<file path="config.mk">
export PLATFORM = sky130hd
export DESIGN_NAME = seven_segment_point_editor
export DESIGN_NICKNAME = d
export VERILOG_FILES = /design/src/rtl/seven_segment_point_editor.sv
export SDC_FILE = /design/constraint.sdc
export NUM_CORES = 1
export LEC_CHECK = 0
export CAP_MARGIN = 30
export CORE_ASPECT_RATIO = 0.75
export CORE_MARGIN = 1.5
export CORE_UTILIZATION = 40
export DETAILED_ROUTE_END_ITERATION = 8
export SLEW_MARGIN = 20
export SYNTH_ARGS = -nofsm -noshare
export SYNTH_HDL_FRONTEND = slang
export SYNTH_SLANG_ARGS = --single-unit
</file>
<file path="constraint.sdc">
create_clock -name clock -period 8.02 [get_ports clock]
set_clock_uncertainty 0.1 [all_clocks]
set_input_delay 1.604 -clock clock [delete_from_list [all_inputs] [get_ports clock]]
set_output_delay 1.604 -clock clock [all_outputs]
set_load 0.01 [all_outputs]
</file>
<file path="src/rtl/seven_segment_point_editor.sv">
// Cursor-driven editor for the decimal points of a multi-digit seven-segment display.
// Buttons step the cursor or toggle the point under it; a held step button auto-repeats.
module seven_segment_point_editor #(
  parameter int DIGITS        = 8,
  parameter int WRAP          = 1,
  parameter int HOLD_CYCLES   = 50_000_000,
  parameter int REPEAT_CYCLES = 10_000_000,
  parameter int BLINK_CYCLES  = 25_000_000,
  localparam int CW           = $clog2(DIGITS)
) (
  input  logic              clock,
  input  logic              reset,
  input  logic              leftButton,
  input  logic              rightButton,
  input  logic              toggleButton,
  output logic [DIGITS-1:0] pointEnable,
  output logic [CW-1:0]     currentPoint,
  output logic [DIGITS-1:0] cursorOneHot,
  output logic [DIGITS-1:0] pointDisplay
);

  localparam int CNT_MAX = (HOLD_CYCLES > REPEAT_CYCLES) ? HOLD_CYCLES : REPEAT_CYCLES;
  localparam int CNTW    = $clog2(CNT_MAX + 1);
  localparam int BW      = $clog2(BLINK_CYCLES + 1);

  localparam logic [CNTW-1:0] HOLD_LAST   = CNTW'((HOLD_CYCLES == 0) ? 0 : HOLD_CYCLES - 1);
  localparam logic [CNTW-1:0] REPEAT_LAST = CNTW'(REPEAT_CYCLES - 1);
  localparam logic [BW-1:0]   BLINK_LAST  = BW'(BLINK_CYCLES - 1);
  localparam logic [CW-1:0]   LAST_IDX    = CW'(DIGITS - 1);

  typedef enum logic [1:0] {IDLE, HOLD, REPEAT} state_t;

  state_t            state_q;
  logic              dir_q;
  logic [CNTW-1:0]   cnt_q;
  logic              left_q, right_q, toggle_q;
  logic [DIGITS-1:0] point_q, point_d;
  logic [CW-1:0]     cur_q, cur_d;
  logic [BW-1:0]     blink_cnt_q;
  logic              blink_phase_q;

  logic              left_edge, right_edge, toggle_edge;
  logic              dir_level, rep_fire, step_up, step_dn, do_toggle;
  logic [CNTW-1:0]   rep_limit;

  always_comb begin
    left_edge   = leftButton & ~left_q;
    right_edge  = rightButton & ~right_q;
    toggle_edge = toggleButton & ~toggle_q;

    // dir_q = 0 means the left button owns the repeat, 1 means the right one
    dir_level = dir_q ? rightButton : leftButton;
    rep_limit = (state_q == HOLD) ? HOLD_LAST : REPEAT_LAST;
    rep_fire  = (state_q != IDLE) && dir_level && (cnt_q == rep_limit);

    step_up   = left_edge | (~right_edge & rep_fire & ~dir_q);
    step_dn   = ~left_edge & (right_edge | (rep_fire & dir_q));
    do_toggle = toggle_edge & ~left_edge & ~right_edge & ~rep_fire;

    cur_d = cur_q;
    if (step_up) begin
      if (cur_q == LAST_IDX) cur_d = (WRAP != 0) ? '0 : LAST_IDX;
      else                   cur_d = cur_q + CW'(1);
    end else if (step_dn) begin
      if (cur_q == '0) cur_d = (WRAP != 0) ? LAST_IDX : '0;
      else             cur_d = cur_q - CW'(1);
    end

    point_d = do_toggle ? (point_q ^ cursorOneHot) : point_q;
  end

  always_ff @(posedge clock) begin
    if (reset) begin
      state_q       <= IDLE;
      dir_q         <= 1'b0;
      cnt_q         <= '0;
      left_q        <= 1'b0;
      right_q       <= 1'b0;
      toggle_q      <= 1'b0;
      point_q       <= '0;
      cur_q         <= '0;
      blink_cnt_q   <= '0;
      blink_phase_q <= 1'b0;
    end else begin
      left_q   <= leftButton;
      right_q  <= rightButton;
      toggle_q <= toggleButton;
      point_q  <= point_d;
      cur_q    <= cur_d;

      // Restarting the blink on every move keeps the new cursor position visible at once
      if (cur_d != cur_q) begin
        blink_cnt_q   <= '0;
        blink_phase_q <= 1'b0;
      end else if (blink_cnt_q == BLINK_LAST) begin
        blink_cnt_q   <= '0;
        blink_phase_q <= ~blink_phase_q;
      end else begin
        blink_cnt_q <= blink_cnt_q + BW'(1);
      end

      if ((left_edge || right_edge) && (HOLD_CYCLES != 0)) begin
        state_q <= HOLD;
        dir_q   <= ~left_edge;
        cnt_q   <= '0;
      end else begin
        case (state_q)
          HOLD, REPEAT: begin
            if (!dir_level) begin
              state_q <= IDLE;
            end else if (rep_fire) begin
              state_q <= REPEAT;
              cnt_q   <= '0;
            end else begin
              cnt_q <= cnt_q + CNTW'(1);
            end
          end
          default: state_q <= IDLE;
        endcase
      end
    end
  end

  for (genvar gi = 0; gi < DIGITS; gi++) begin : g_decode
    assign cursorOneHot[gi] = (cur_q == CW'(gi));
    assign pointDisplay[gi] = point_q[gi] ^ (blink_phase_q & cursorOneHot[gi]);
  end

  assign pointEnable  = point_q;
  assign currentPoint = cur_q;

endmodule

</file>
==> flow_summary_export.csv <==
group,metric,value,unit
floorplanning,start_util,41.08,%
synthesis,synth_area,3716,um2
layout,diodes,0,
detailed_routing,ant_nets,0,
global_routing,grt_pass1_vias,2755,
global_routing,grt_max_degree,27,
placement,place_congestion,0.8077,
cts,cts.sink_count,69,
timing,relSlewSlack,42.99,%
layout,nets,488,
detailed_routing,via_per_inst,5.060,
synthesis,yosys.area.top_type,"dfxtp_1",
power,p_per_area,189.5,nW/um2
synthesis,synth_nets,462,
worst_setup_path,r2r_slack,4850,ps
timing,tightest_slew,855.1,ps
global_routing,antenna_found_initial,0,
global_routing,grt_overflow,0,
floorplanning,io_pins,32,
timing,timing.hold.ws,377.3,ps
synthesis,syn_inst,446,
power,p_leak,1.489,nW
timing,maxSlewViolCount,0,
cts,cts_buffer_depth,2,
floorplanning,die_x,114.3,um
cts,cts_tree,"done",
detailed_routing,initialDrtViolationCount,122,
status,status,"complete, no violations",
detailed_routing,wl,7759,um
synthesis,ys_seq_area_share,37.17,%
cts,cts_root_buf,"clkbuf_16",
cts,path_clk_slew,50,ps
synthesis,yosysUniqueCellTypes,52,
detailed_routing,num_vias,3061,
synthesis,syn-mean-instance-area,8.332,um2
floorplanning,die_h,86.47,um
synthesis,synth_edf_count,0,
layout,final_common_cell,"dfxtp_1",
cts,htree_num_levels,3,
floorplanning,dieArea,9883,um2
worst_setup_path,cp_max_fo,26,
timing,setup_viol,0,
detailed_routing,route.detailed.drc,0,
hold_path,hold_path_class,"flop to flop",
detailed_routing,firstDrtPassIters,4,
cts,post_cts_buffers,0,
layout,syn2layout_area_growth,18.35,%
placement,portBuffers,31,
flow_run,max_cap_violations,0,
power,ir_drop,0.0001084,V
timing,fmax,0.2373,GHz
worst_setup_path,crit_type,"input pin to flop",
synthesis,synth_area_leaders,"dfxtp_1, xnor2_1, nor2_1",
timing,finalSetupTns,0,ps
synthesis,synthArstFlopShare,0,%
timing,period_needed,4215,ps
placement,dp_hpwl,5443,um
global_routing,grtUsageTotal,16.71,%
layout,most-common-layout-cells,"dfxtp_1, nor2_1, nand2_1",
cts,clock_latency,330,ps
synthesis,synthFlopType,"dfxtp_1",
timing,period_share,52.55,%
detailed_routing,wl_per_cell,12.82,um
layout,drive_gt1_share,5.660,%
timing,finalHoldViolCount,0,
layout,num-fill-cells,870,
synthesis,ys_warn_count,0,
synthesis,synth-seq-cells,69,
synthesis,yosysTopAreaCellShare,37.17,%
global_routing,grt_pass1_wl,13300,um
cts,cts_hold_buf,0,
timing,rsz0062_at_grt,"no",
floorplanning,fp.coreArea,9046,um2
worst_setup_path,critPathLaunchType,"input pin",
worst_setup_path,cp_data_arrival_time,4350,ps
floorplanning,rows,30,
cts,numCtsBuffers,9,
cts,cts_resized,0,
worst_setup_path,required,8160,ps
worst_setup_path,cp-end-kind,"flop",
==> state kept, by name, indices dropped and copies added (netlist names) <==
signal	cells
currentPoint	3
toggle_q	1
dir_q	1
blink_cnt_q	25
right_q	1
state_q	2
cnt_q	26
blink_phase_q	1
left_q	1
pointEnable	8
==> final cells by class <==
| cell class | instances | area (um2) | share of cell area (%) |
|---|---|---|---|
| tap | 128 | 160.2 | 3.642 |
| inverter | 10 | 37.54 | 0.8535 |
| sequential | 69 | 1381 | 31.41 |
| multi-input combinational | 349 | 2193 | 49.87 |
| timing repair buffer | 33 | 332.8 | 7.568 |
| clock buffer | 10 | 229.0 | 5.206 |
| clock inverter | 6 | 63.81 | 1.451 |
==> cells in the mapped netlist, types with 3 or more instances <==
master	number
ha_1	11
o21ai_0	11
and3_1	9
xnor2_1	33
nor2b_1	10
a21oi_1	14
nand3_1	28
nor4_1	3
and2_1	6
dfxtp_1	69
buf_6	4
inv_1	10
or3_1	8
or4_1	3
nand2b_1	4
clkbuf_1	10
nand4_1	15
nor3_1	8
nor2_1	67
nand2_1	50
xor2_1	28
and4_1	6
==> final timing paths <==
kind / from / endpoint / cells past startpoint
max: rightButton / blink_cnt_q[0] / 6
min: blink_cnt_q[0] / blink_cnt_q[0] / 1
max reg2reg: currentPoint[1] / blink_cnt_q[0] / 8
min reg2reg: blink_cnt_q[0] / blink_cnt_q[0] / 1
==> power by group <==
group          leakage, nW  switching, mW  internal, mW
Sequential           0.558        0.00818         0.348
Combinational        0.792         0.0483        0.0363
Clock                0.138          0.152         0.240
==> critical path, cell delays in order <==
cell and delay (ps):
clkdlybuf4s50_1 510, and2b_1 290, nor2_1 610, a311oi_1 80, or4_1 960, nor3b_1 290
==> cell families after synthesis <==
group / count (synthesis) / synth area share [%]
buffers and inverters: 28 / 3.805
xor gates and xnor gates: 61 / 14.38
AOI/OAI and AO/OA: 41 / 7.543
DFF: 69 / 37.17
muxes: 2 / 0.8754
adders and majority gates: 11 / 3.704
and+or+nand+nor: 234 / 32.53
==> metal layers <==
| layer | track usage [%] | vias to the layer above | part of all wire, % | wire length (um) |
|---|---|---|---|---|
| met3 | 4.126 | 6 | 3.1 | 243 |
| met2 | 23.38 | 52 | 41 | 3166 |
| li1 | - | 1578 | - | - |
| met4 | 4.773 | 0 | 0.76 | 59 |
| met1 | 25.18 | 1425 | 55 | 4290 |
| met5 | 0 | - | 0 | 0 |
==> metrics by stage <==
stage	worst slack, ps	utilization, %	cell area [um2]	power [mW]	cells
after floorplan	4657	-	3716	0.4223	446
after CTS	3861	48.62	4398	0.8412	605
after global routing	3583	48.62	4398	0.8681	605
after detailed placement	3524	45.38	4105	0.4479	589
final	3805	48.62	4398	0.8332	605
after global placement	3567	45.21	4090	0.4462	588
No activity file was read; power rests on OpenSTA's default activity.
